File: config.mk
export PLATFORM = sky130hd
export DESIGN_NAME = plic_claim_agent
export DESIGN_NICKNAME = d
export VERILOG_FILES = /design/src/rtl/plic_claim_agent.sv
export SDC_FILE = /design/constraint.sdc
export NUM_CORES = 1
export LEC_CHECK = 0
export BUFFER_PORTS_ARGS = -buffer_cell sky130_fd_sc_hd__buf_2
export CORE_ASPECT_RATIO = 1.2
export CORE_MARGIN = 1.5
export CORE_UTILIZATION = 49
export DETAILED_ROUTE_END_ITERATION = 12
export PLACE_DENSITY = 0.83
export SYNTH_ARGS = -nofsm -noshare
export SYNTH_HDL_FRONTEND = slang
export SYNTH_SLANG_ARGS = --single-unit
File: constraint.sdc
create_clock -name clk_i -period 3.9 [get_ports clk_i]
set_input_delay 0.195 -clock clk_i [delete_from_list [all_inputs] [get_ports clk_i]]
set_output_delay 0.195 -clock clk_i [all_outputs]
set_load 0.01 [all_outputs]
File: src/rtl/plic_claim_agent.sv
// rtl/plic_claim_agent.sv - PLIC target-side agent: claim over the register bus, dispatch to a handler, complete
// Every bus and handler output is decoded from registered state and id_q only.
module plic_claim_agent #(
    parameter logic [31:0] CcAddr        = 32'h0C20_0004,
    parameter int          AddrWidth     = 32,
    parameter int          DataWidth     = 32,
    parameter int          SrcWidth      = 7,
    parameter int          HoldoffCycles = 2,
    parameter int          CntWidth      = 16
) (
    input  logic                   clk_i,
    input  logic                   rst_i,
    input  logic                   enable_i,
    input  logic                   irq_i,
    output logic [AddrWidth-1:0]   reg_addr_o,
    output logic                   reg_write_o,
    output logic [DataWidth-1:0]   reg_wdata_o,
    output logic [DataWidth/8-1:0] reg_wstrb_o,
    output logic                   reg_valid_o,
    input  logic [DataWidth-1:0]   reg_rdata_i,
    input  logic                   reg_error_i,
    input  logic                   reg_ready_i,
    output logic                   hdl_valid_o,
    output logic [SrcWidth-1:0]    hdl_id_o,
    input  logic                   hdl_ready_i,
    input  logic                   done_i,
    output logic                   busy_o,
    output logic                   err_o,
    output logic [CntWidth-1:0]    claim_cnt_o,
    output logic [CntWidth-1:0]    spurious_cnt_o
);

    typedef enum logic [2:0] {
        IDLE, CLAIM, DISPATCH, HANDLE, COMPLETE, HOLDOFF
    } state_e;

    state_e                state_q, state_d;
    logic [SrcWidth-1:0]   id_q, id_d;
    logic [3:0]            hold_q, hold_d;
    logic                  err_q, err_d;
    logic [CntWidth-1:0]   claim_q, claim_d;
    logic [CntWidth-1:0]   spur_q, spur_d;

    always_ff @(posedge clk_i) begin
        if (rst_i) begin
            state_q <= IDLE;
            id_q    <= '0;
            hold_q  <= '0;
            err_q   <= 1'b0;
            claim_q <= '0;
            spur_q  <= '0;
        end else begin
            state_q <= state_d;
            id_q    <= id_d;
            hold_q  <= hold_d;
            err_q   <= err_d;
            claim_q <= claim_d;
            spur_q  <= spur_d;
        end
    end

    always_comb begin
        state_d = state_q;
        id_d    = id_q;
        hold_d  = hold_q;
        err_d   = err_q;
        claim_d = claim_q;
        spur_d  = spur_q;
        case (state_q)
            IDLE: begin
                if (irq_i && enable_i) state_d = CLAIM;
            end
            CLAIM: begin
                if (reg_ready_i) begin
                    if (reg_error_i) begin
                        err_d   = 1'b1;
                        state_d = HOLDOFF;
                        hold_d  = 4'(HoldoffCycles);
                    end else if (reg_rdata_i[SrcWidth-1:0] == '0) begin
                        if (spur_q != '1) spur_d = spur_q + 1'b1;
                        state_d = HOLDOFF;
                        hold_d  = 4'(HoldoffCycles);
                    end else begin
                        id_d    = reg_rdata_i[SrcWidth-1:0];
                        if (claim_q != '1) claim_d = claim_q + 1'b1;
                        state_d = DISPATCH;
                    end
                end
            end
            DISPATCH: begin
                if (hdl_ready_i) state_d = HANDLE;
            end
            HANDLE: begin
                if (done_i) state_d = COMPLETE;
            end
            COMPLETE: begin
                // A failed completion is not retried; the ID is dropped.
                if (reg_ready_i) begin
                    if (reg_error_i) err_d = 1'b1;
                    state_d = HOLDOFF;
                    hold_d  = 4'(HoldoffCycles);
                end
            end
            HOLDOFF: begin
                hold_d = hold_q - 1'b1;
                if (hold_q <= 4'd1) state_d = IDLE;
            end
            default: state_d = IDLE;
        endcase
    end

    always_comb begin
        reg_addr_o  = CcAddr[AddrWidth-1:0];
        reg_valid_o = (state_q == CLAIM) || (state_q == COMPLETE);
        reg_write_o = (state_q == COMPLETE);
        reg_wdata_o = '0;
        reg_wstrb_o = '0;
        if (state_q == COMPLETE) begin
            reg_wdata_o[SrcWidth-1:0] = id_q;
            reg_wstrb_o               = '1;
        end
        hdl_valid_o    = (state_q == DISPATCH);
        hdl_id_o       = id_q;
        busy_o         = (state_q != IDLE);
        err_o          = err_q;
        claim_cnt_o    = claim_q;
        spurious_cnt_o = spur_q;
    end

endmodule

Word-level counts from Yosys, hierarchy flattened:

Cells that the tools add are included.

* bits in registers: 47
* word-level logic and storage cells: 55
* output and inout bits: 112

* equality and inequality tests: 14
* reductions and logical operators: 13
* $lt $le $gt $ge: 1
* mux-type cells: 16
* add/subtract/negate cells: 3
* bitwise logic cells: 2

Operators with widths (number)
* $add A16 B1 Y16 const B: 2
* $ne A16 B16 Y1 const B: 2
* $mux W3: 8
* $mux W4: 5
* $pmux W3 S6: 1
* $pmux W4 S3: 1
* $reduce_and A5 Y1: 2
* $ne A2 B2 Y1 const B: 4
* $reduce_and A4 Y1: 2
* $logic_not A7 Y1: 1
* $mux W7: 1
* $eq A3 B2 Y1 const B: 2
* $eq A3 B3 Y1 const B: 2
* $reduce_and A6 Y1: 1
* $reduce_bool A3 Y1: 2
* $le A4 B1 Y1 const B: 1
* $ne A2 B1 Y1 const B: 2
* $sub A4 B1 Y4 const B: 1
* $eq A3 B1 Y1 const B: 1
* $logic_not A3 Y1: 1
* $ne A3 B3 Y1 const B: 1
* $reduce_and A3 Y1: 1
* $not A1 Y1: 2
* $reduce_or A2 Y1: 1
* other kinds (2): 2

Depth between registers and ports, before layout:

* word-level depth: 5
* gate-level depth with buffers: 8
* gate-level depth less buffers: 6

Worst setup path before layout:

Ideal clock, no wire load.

* path type: input-to-reg
* from: in reg_rdata_i[2]
* to: reg spur_q[10] (netlist: spurious_cnt_o[10])
* arrival time: 1.846 ns
* stages on the path: 5
* data required time: 3.830 ns
* path buffers: 0
* setup slack: 1.984 ns
* cells stage by stage: or4_4 > nor4_4 > o21ai_2 > or4_1 > a21oi_1

* word-level cells in the longest chain between the ends: 2

Ends and longest elaborated chain
* start: declaration: line 20 `input logic [DataWidth-1:0] reg_rdata_i,`
* $logic_not A7 Y1: line 79 `end else if (reg_rdata_i[SrcWidth-1:0] == '0) begin`
* $reduce_and A5 Y1 (no source line)
* end signal: assignment: line 58 `spur_q <= spur_d;`
* end: declaration: line 42 `logic [CntWidth-1:0] spur_q, spur_d;`

No other way between the ends.
A chain may end at the register's enable or synchronous reset.

Final worst setup path:

* from: reg state_q[2]
* to: reg spur_q[10] (netlist: spurious_cnt_o[10])

* word-level cells in the longest chain between the ends: 2

Ends and longest elaborated chain
* start: declaration: line 37 `state_e state_q, state_d;`
* start signal: assignment: line 53 `state_q <= state_d;`
* $eq A3 B1 Y1: line 69 `case (state_q)`
* $reduce_and A5 Y1 (no source line)

No other way between the ends.

==> summary.txt <==
Clocking
  – CTS max path bufs: 2
  – Worst-Skew Late Latency: ~0.30 ns
  – H-tree depth: 2
  – Postcts setup bufs: 0
  – CTS tree: yes
  – Hold buffers post-CTS: 0
  – Clock root cell: clkbuf_8
  – CTS buffer count: 5
  – Clock transition at path regs: 0.09 ns
  – Sink Count: between 40 and 50
  – Post-CTS sizing: 0

Die
  – Io pins: roughly 150
  – Initial Util: just over 50%
  – Die Span Y: 86.49 um
  – Die W: approximately 73 um
  – Die Area: between 6000 and 7000 um^2
  – Core Region: ~5600 um^2
  – Std cell rows: 30

Placement
  – Final GP Congestion: roughly 0.86
  – Post-DP HPWL: 4.540 mm
  – Port bufs: 69

Power and ir drop
  – Sw frac: 26.94%
  – Worst IR drop on VDD: 0.2423 mV
  – Power per cell area: 351.9 nW/um^2
  – Flop pwr share: approximately 47%
  – Psw: between 0.2 and 0.3 mW
  – Int Pwr: about 0.80 mW
  – P_leak: roughly 1.4 nW
  – Logic pwr share: roughly 15%
  – Clock power share: roughly two fifths
  – Total power: 1.100 mW

Synth
  – Netlist cell types: 48
  – Synth Register Bits: 47
  – Synthesized instance count: 354
  – Async set or reset register ratio after synthesis: 0%
  – Synthesized area: ~2800 um^2
  – Seq/Total Area, Yosys: between 30% and 40%
  – Synthesized area per cell: slightly above 8 um^2
  – Total number of yosys warnings: 0
  – Top FF cell, synth: dfxtp_1
  – Number of flops mapped to enable cells by yosys: 0

Layout
  – Register area: around 940 um^2
  – Share of cells above drive strength 1: between 20% and 30%
  – Multi-input logic area: 1589 um^2
  – Final #Nets: between 400 and 500
  – N_diodes: 0
  – Commonest non-fill, non-tap cell in the layout: buf_2
  – Area Growth Syn to Fin: 9.802%
  – Number of fill cells: between 500 and 600
  – Most frequent cells in the layout: buf_2, conb_1, dfxtp_1, nand2_1, a21oi_1

Critical path
  – Largest stage delay on the critical path: approximately 0.52 ns
  – Worst-path cell chain: or2_2, nor4_4, o21ai_2, or4_1, a21oi_1
  – Worst-path fanout max: 22
  – CP top delay family: simple AND/OR/NAND/NOR gates
  – Slowest CP cell: dfxtp_1
  – Critical path depth: 5
  – CP Launch Type: flop
  – Reg2reg path depth: 5
  – CP bufs+invs: 0
  – Data required time of the worst path: just over 4 ns
  – Crit path to: spurious_cnt_o[10]
  – Worst R2R Start: state_q[2]
  – Kind of critical path: reg2reg
  – Nature of the critical path endpoint: flop
  – Worst r2r dst: spurious_cnt_o[10]
  – Worst path arrival time: about 2.6 ns
  – Flop-to-flop setup slack: about 1.5 ns
  – CP Launch Point: state_q[2]

Global route
  – GRT Util Overall: between 15 and 20%
  – GR Util met1: between 20% and 30%
  – Largest net degree at the start of global routing: 51
  – Met3 GRT Util: around 3.5%
  – Grt ovf: 0
  – Vias in the first global route: about 2300
  – Antenna violations before repair: 0
  – Met2 Use GR: between 30% and 40%
  – Layer with the highest usage: met2
  – First-pass GRT wire length: a little under 10 mm

Run status
  – Status: completed

Timing
  – Crit share post-route: roughly three fifths
  – Total negative slack: 0 ns
  – Fin. Hold Viols: 0
  – Tightest Pin Transition: between 0.9 and 1 ns
  – Final hold slack: around 0.14 ns
  – Tmin final: 2.371 ns
  – Max Fclk: around 0.42 GHz
  – Worst Clk Skew: between 0.007 and 0.008 ns
  – Final setup vio count: 0
  – Max Slew Vio Count: 0
  – Headroom to the max-slew limit: between 30% and 40%
  – RSZ-0062 raised after global routing: no

Detailed routing
  – DRT Wirelength: roughly 6.1 mm
  – Routed wire per std cell: about 13 um
  – Remaining routing DRC violations: 0
  – Vias: around 2600
  – Starting DRT DRC Count: 98
  – Antenna-violating nets left: 0
  – DRT Pass-1 Iters: 4
  – Drt via density: about 5.3

Min path
  – Min-delay worst type: in2reg

Flow run
  – Maxcap violations: 0
[metrics by stage]
stage,utilization (%),cells,worst slack [ns],area (um^2)
final,55.51,480,1.529,3126
after global routing,55.51,480,1.348,3126
after CTS,55.51,480,1.510,3126
after detailed placement,53.09,472,1.513,2989
after global placement,53.09,472,1.576,2989
after floorplan,-,409,1.984,3053
[sequential cells by signal, indices dropped and copies added (netlist names)]
name,count
err_o,1
spurious_cnt_o,16
claim_cnt_o,16
state_q,3
hdl_id_o,7
hold_q,4
[power by group through the flow]
stage	sequential (mW)	clock (mW)	combinational, mW
2_1_floorplan	0.514	0	0.173
3_3_place_gp	0.525	0	0.159
3_5_place_dp	0.526	0	0.164
4_1_cts	0.515	0.430	0.164
5_1_grt	0.519	0.454	0.185
6_report	0.515	0.421	0.164
[worst reg2reg max path, delay by kind of cell, from the launching register on]
family	cells	cell delay, ns
AO/OA/AOI/OAI	2	0.40
flip-flops	1	0.52
AND/OR/NAND/NOR	3	1.39
[cell families after synthesis]
| logic type | share of synthesized area (%) |
|---|---|
| AOI/OAI and AO/OA | 15.47 |
| DFF | 33.05 |
| adders and majority gates | 1.758 |
| other | 0.2638 |
| and+or+nand+nor | 26.15 |
| muxes | 1.846 |
| buffers and inverters | 18.37 |
| xor gates and xnor gates | 3.077 |
[area by class of cell]
cell class / instances / share of cell area [%]
inverter: 5 / 0.6005
clock buffer: 5 / 2.202
sequential: 47 / 30.10
tap: 64 / 2.562
clock inverter: 3 / 2.162
timing repair buffer: 71 / 11.53
multi-input combinational: 285 / 50.84
[worst min path at each step]
stage / startpoint / endpoint / slack (ns) / depth (start not counted)
2_1_floorplan: reg_rdata_i[0] / hdl_id_o[0] / 0.33 / 2
3_3_place_gp: reg_rdata_i[5] / hdl_id_o[5] / 0.44 / 3
3_5_place_dp: reg_rdata_i[0] / hdl_id_o[0] / 0.45 / 3
4_1_cts: reg_rdata_i[0] / hdl_id_o[0] / 0.13 / 3
5_1_grt: reg_rdata_i[0] / hdl_id_o[0] / 0.13 / 3
6_report: reg_rdata_i[0] / hdl_id_o[0] / 0.14 / 3
[cells in the mapped netlist, types with 2 or more instances]
| master | count | area, um^2 |
|---|---|---|
| a21oi_1 | 29 | 145.1 |
| dfxtp_1 | 47 | 940.9 |
| inv_1 | 5 | 18.77 |
| and2_1 | 3 | 18.77 |
| buf_4 | 61 | 457.9 |
| nand3_1 | 7 | 35.03 |
| nand2_1 | 31 | 116.4 |
| nand4_1 | 10 | 62.56 |
| a31oi_1 | 3 | 18.77 |
| o21ai_0 | 16 | 80.08 |
| clkbuf_1 | 6 | 22.52 |
| nor3_1 | 7 | 35.03 |
| conb_1 | 2 | 7.510 |
| buf_2 | 4 | 20.02 |
| and4_1 | 4 | 35.03 |
| o2111ai_1 | 2 | 17.52 |
| a211oi_1 | 3 | 22.52 |
| a22oi_1 | 2 | 15.01 |
| or2_2 | 3 | 18.77 |
| or3_1 | 13 | 81.33 |
| nor2b_1 | 3 | 18.77 |
| o31ai_1 | 4 | 30.03 |
| or4_1 | 6 | 45.04 |
| nor4_1 | 2 | 12.51 |
| mux2i_1 | 3 | 30.03 |
| nand2b_1 | 2 | 12.51 |
| nand3b_1 | 2 | 15.01 |
| and3_1 | 14 | 87.58 |
| a311oi_1 | 2 | 17.52 |
| mux2_2 | 2 | 22.52 |
| xor2_1 | 9 | 78.83 |
| nor2_1 | 26 | 97.59 |
| o211ai_1 | 3 | 22.52 |
| ha_1 | 4 | 50.05 |
[routing by layer]
metal  vias up  share of wire [%]  wire length, um
met5         -                  0                0
met4         0                1.1               70
met3         9                5.6              340
met2       107                 52             3187
met1      1178                 41             2520
li1       1266                  -                -
Power figures use the tool's default switching activity.
